===== src/rtl/mem_port_arbiter_pkg.sv =====
// Shared types and encodings for the IF/MEM memory port arbiter.
// The DMType word code is what IF fetches present to the memory.
package mem_port_arbiter_pkg;

  typedef enum logic [1:0] {
    ARB_IDLE = 2'd0,
    ARB_IF   = 2'd1,
    ARB_D    = 2'd2
  } arb_state_t;

  localparam logic [2:0] DM_WORD = 3'b000;

  localparam int STARVE_CNT_W = 4;

endpackage


===== src/rtl/arb_starve_cnt.sv =====
// Saturating counter of data grants made while a fetch is waiting.
// at_lim tells the arbiter that IF must win the next arbitration.
module arb_starve_cnt
  import mem_port_arbiter_pkg::*;
#(
  parameter int LIM = 4
) (
  input  logic clk,
  input  logic rst,
  input  logic inc,
  input  logic clr,
  output logic at_lim
);

  logic [STARVE_CNT_W-1:0] cnt;

  assign at_lim = (cnt == LIM[STARVE_CNT_W-1:0]);

  // clear wins over increment; the count never passes LIM
  always_ff @(posedge clk or negedge rst) begin
    if (!rst) begin
      cnt <= '0;
    end else if (clr) begin
      cnt <= '0;
    end else if (inc && !at_lim) begin
      cnt <= cnt + 1'b1;
    end
  end

endmodule


===== src/rtl/mem_port_arbiter.sv =====
// Arbitrates one variable-latency memory port between instruction fetch and
// the load/store stage; data wins unless a fetch has been starved too long.
//
// state    | meaning
// ARB_IDLE | no access in flight, arbitrate every cycle
// ARB_IF   | fetch owns the port, waiting for mem_ready
// ARB_D    | load/store owns the port, waiting for mem_ready
module mem_port_arbiter
  import mem_port_arbiter_pkg::*;
#(
  parameter int AW         = 32,
  parameter int DW         = 32,
  parameter int STARVE_LIM = 4
) (
  input  logic          clk,
  input  logic          rst,
  input  logic          if_req,
  input  logic [AW-1:0] if_addr,
  output logic [DW-1:0] if_rdata,
  output logic          if_valid,
  output logic          if_stall,
  input  logic          d_req,
  input  logic          d_we,
  input  logic [AW-1:0] d_addr,
  input  logic [DW-1:0] d_wdata,
  input  logic [2:0]    d_type,
  output logic [DW-1:0] d_rdata,
  output logic          d_valid,
  output logic          d_stall,
  output logic          mem_req,
  output logic          mem_we,
  output logic [AW-1:0] mem_addr,
  output logic [DW-1:0] mem_wdata,
  output logic [2:0]    mem_type,
  input  logic [DW-1:0] mem_rdata,
  input  logic          mem_ready,
  output logic          busy
);

  arb_state_t state_q, state_d;

  logic if_req_m;
  logic d_req_m;
  logic done;
  logic arb_en;
  logic grant_if;
  logic grant_d;
  logic at_lim;
  logic cnt_inc;
  logic cnt_clr;

  // a requester whose completion pulse is showing is not asking again yet
  assign if_req_m = if_req & ~if_valid;
  assign d_req_m  = d_req & ~d_valid;

  assign done   = (state_q != ARB_IDLE) & mem_ready;
  assign arb_en = (state_q == ARB_IDLE) | done;

  assign if_stall = if_req & ~if_valid;
  assign d_stall  = d_req & ~d_valid;

  always_ff @(posedge clk or negedge rst) begin
    if (!rst) begin
      state_q <= ARB_IDLE;
    end else begin
      state_q <= state_d;
    end
  end

  always_comb begin
    state_d  = state_q;
    grant_if = 1'b0;
    grant_d  = 1'b0;
    if (arb_en) begin
      if (if_req_m && at_lim) begin
        grant_if = 1'b1;
      end else if (d_req_m) begin
        grant_d = 1'b1;
      end else if (if_req_m) begin
        grant_if = 1'b1;
      end
      if (grant_if) begin
        state_d = ARB_IF;
      end else if (grant_d) begin
        state_d = ARB_D;
      end else begin
        state_d = ARB_IDLE;
      end
    end
  end

  assign cnt_inc = grant_d & if_req_m;
  assign cnt_clr = grant_if | ~if_req_m;

  arb_starve_cnt #(
    .LIM (STARVE_LIM)
  ) u_starve_cnt (
    .clk    (clk),
    .rst    (rst),
    .inc    (cnt_inc),
    .clr    (cnt_clr),
    .at_lim (at_lim)
  );

  // memory side is driven only from registers latched at grant time
  always_ff @(posedge clk or negedge rst) begin
    if (!rst) begin
      mem_req   <= 1'b0;
      busy      <= 1'b0;
      mem_we    <= 1'b0;
      mem_addr  <= '0;
      mem_wdata <= '0;
      mem_type  <= '0;
    end else begin
      mem_req <= (state_d != ARB_IDLE);
      busy    <= (state_d != ARB_IDLE);
      if (grant_if) begin
        mem_we   <= 1'b0;
        mem_addr <= if_addr;
        mem_type <= DM_WORD;
      end else if (grant_d) begin
        mem_we    <= d_we;
        mem_addr  <= d_addr;
        mem_wdata <= d_wdata;
        mem_type  <= d_type;
      end
    end
  end

  always_ff @(posedge clk or negedge rst) begin
    if (!rst) begin
      if_valid <= 1'b0;
      d_valid  <= 1'b0;
      if_rdata <= '0;
      d_rdata  <= '0;
    end else begin
      if_valid <= done & (state_q == ARB_IF);
      d_valid  <= done & (state_q == ARB_D);
      if (done && state_q == ARB_IF) begin
        if_rdata <= mem_rdata;
      end
      // stores leave the load data register untouched
      if (done && state_q == ARB_D && !mem_we) begin
        d_rdata <= mem_rdata;
      end
    end
  end

endmodule

===== config.mk =====
export PLATFORM = sky130hd
export DESIGN_NAME = mem_port_arbiter
export DESIGN_NICKNAME = d
export VERILOG_FILES = /design/src/rtl/mem_port_arbiter_pkg.sv /design/src/rtl/arb_starve_cnt.sv /design/src/rtl/mem_port_arbiter.sv
export SDC_FILE = /design/constraint.sdc
export NUM_CORES = 1
export LEC_CHECK = 0
export BUFFER_PORTS_ARGS = -buffer_cell sky130_fd_sc_hd__buf_2
export CORE_MARGIN = 3
export CORE_UTILIZATION = 46
export DETAILED_ROUTE_END_ITERATION = 8
export GPL_TIMING_DRIVEN = 0
export PLACE_DENSITY = 0.82
export SLEW_MARGIN = 25
export SYNTH_ARGS = -nofsm -noshare
export SYNTH_HDL_FRONTEND = slang
export SYNTH_SLANG_ARGS = --single-unit

===== constraint.sdc =====
create_clock -name clk -period 2.6 [get_ports clk]
set_clock_uncertainty 0.05 [all_clocks]
set_input_delay 0.52 -clock clk [delete_from_list [all_inputs] [get_ports clk]]
set_output_delay 0.52 -clock clk [all_outputs]
set_load 0.02 [all_outputs]

==> run metrics <==
Clock Tree Buf Depth=2; gpl congestion=0.799; IO buf count=274; Worst R2R Start=u_starve_cnt.cnt[0]$_DFFE_PN0P_; Ys Warns=0; Synth Flop Type=dfrtp_1; clock root buffer=clkbuf_16; unrepaired setup endpoints after global routing=no; CTS Buf Count=17; commonest cells after routing, fill and taps aside=283 x buf_2, 141 x dfrtp_1, 68 x nor2_1, 65 x mux2_2, 32 x o22ai_1; WL/cell=17.1 um; first-pass GRT wire length=22.4 mm; final cell count without fillers=856; initial antenna violation count=0; VDD IR max=0.789 mV; Final Max Slew Viols=0; r2r setup slk=0.51 ns; Post-synth EDFFs=0; R2R depth=7; slew margin rel.=53.9%; Final setup viols=0; ranking of synthesized cells by area=dfrtp_1 63%, mux2_2 13%, mux2_4 8.3%; Mapped Area=5590 sq um; crit path max fanout=10; CTS tree=built; Setup CP Type=reg -> reg; CP startpoint=u_starve_cnt.cnt[0]$_DFFE_PN0P_; # hold bufs at CTS=0; syn_area_per_cell=13.7 sq um; worst path required time=2.88 ns; post-synthesis async set-or-reset flop share=100%; commonest non-fill, non-tap cell in the layout=buf_2; Yosys cell types=25; CP max-delay cell=o211ai_2; Final Hold Viols=0; clock period minus final worst setup slack=2.09 ns; area leader, netlist=dfrtp_1; Syn-to-layout area delta=39.4%; Routed WL=14.7 mm; Remaining DRCs=0; pwr dens=1150 nW/um^2; Overall Global Routing Usage=21.6%; top-area cell type share of the netlist area=63.1%; Initial Utilization=47.9%; Least-Margin Pin Slew=0.686 ns; First DRT Iteration DRCs=200; aggregate global routing overflow=0; Synth Instances=407; Critical Path, Cell by Cell=inv_1, ha_1, and3b_1, o211ai_2, clkbuf_1, o22ai_1, nor2_1; register area share after synthesis=63.1%; antenna diode count=0; fillers=863; I/O pin cnt=275; chip width=116 um; core area=11700 sq um; Layout Utilization=66.8%; die area=13500 sq um; type of the tightest min-delay check=in -> async; setup repair bufs after CTS=0; largest net degree at the start of global routing=80; HPWL after DPL=11.1 mm; crit path DAT=2.38 ns; Reg-to-Reg End=mem_addr[31]$_DFFE_PN0P_; htree depth=4; DP Cell Count=825; PostCTS Resize Cnt=0; Final ANT Viol Nets=0; status=finished clean; FP Rows=39; die height=116 um; vias in the first global route=4514; final-stage net count=840; CP Capture Type=flop; clock slew at reported path FFs=0.06 ns; vias=4287; Startpoint Class=flop; Clk Latency, worst-skew pair=0.41 ns; Final period util=80.6%; clock sink total=141; number of max-cap violations=0; share of layout cells above drive strength 1=58.6%; first drt pass iteration count=5; Hold WS=0.0363 ns; number of synthesized register bits=141; max incr delay on CP=0.42 ns; fmax=477 MHz; Total Power=8.99 mW; P_leak=3.96 nW; synthesized net count=546; drt via density=5.01
[per-layer routing]
layer  share of wire (%)  GRT usage [%]  wire (um)  up-vias
met1                  38           24.4       5610     2059
met3                 8.2           7.51       1200       24
met4                 2.1           8.97        306        0
li1                    -              -          -     2008
met2                  52           37.2       7560      196
met5                   0              0          0        -
[per-stage QoR]
| stage | setup TNS [ns] | cell area, sq um | setup WS [ns] |
|---|---|---|---|
| 2_1_floorplan | 0 | 5590 | 0.726 |
| 3_3_place_gp | -104.29 | 7140 | -0.750 |
| 3_5_place_dp | 0 | 7180 | 0.390 |
| 4_1_cts | 0 | 7790 | 0.492 |
| 5_1_grt | 0 | 7790 | 0.239 |
| 6_report | 0 | 7790 | 0.505 |
[critical path: cells and delay by family (launching register included)]
kind | cells | cell delay [ns]
compound gates | 2 | 0.56
buf+inv | 2 | 0.49
flops | 1 | 0.40
simple gates | 2 | 0.33
fa+ha+maj | 1 | 0.19
[worst max-delay path by stage]
stage | endpoint | slack [ns] | cells past startpoint
floorplan | mem_wdata[0]$_DFFE_PN0P_ | 0.73 | 6
global placement | mem_wdata[30]$_DFFE_PN0P_ | -0.75 | 1
detailed placement | d_rdata[9]$_DFFE_PN0P_ | 0.39 | 5
CTS | mem_addr[31]$_DFFE_PN0P_ | 0.49 | 7
global route | mem_addr[16]$_DFFE_PN0P_ | 0.24 | 7
finish | mem_addr[31]$_DFFE_PN0P_ | 0.51 | 7
[layout make-up]
cell class,count,area (sq um),area share (%)
tap,143,179,2.30
inverter,10,37.5,0.482
clock buffer,20,447,5.73
buffer,22,129,1.65
multi-input combinational,234,1890,24.3
timing repair buffer,275,1410,18.1
sequential,141,3530,45.3
clock inverter,11,168,2.15
[power by group]
group / internal, mW / leakage [nW] / switching (mW) / total [mW]
Clock: 1.62 / 0.296 / 0.880 / 2.50
Sequential: 2.96 / 1.65 / 0.416 / 3.38
Combinational: 1.28 / 2.01 / 1.82 / 3.11
[state kept, by name, indices dropped and copies added (netlist names)]
signal            cells
busy                  1
d_rdata              32
d_valid               1
if_rdata             32
if_valid              1
mem_addr             32
mem_type              3
mem_wdata            32
mem_we                1
state_q               2
u_starve_cnt.cnt      4
[synth_stat cells (2+ instances only)]
library cell and count:
clkbuf_1 7, inv_1 10, nor2_1 68, o21ai_0 6, mux2_2 65, buf_6 4, o22ai_1 32, mux2i_1 2
nor3_1 3, buf_2 10, dfrtp_1 141, mux2_4 31, nand2_1 4, nand3_1 8, a21oi_1 5, ha_1 2
[kinds of logic after synthesis]
group | count (synthesis) | synth area share [%]
flops | 141 | 63.1
mux | 98 | 21.8
simple gates | 87 | 6.40
compound gates | 47 | 5.26
buf+inv | 32 | 2.98
fa+ha+maj | 2 | 0.448
(Power assumes the default switching activity.)
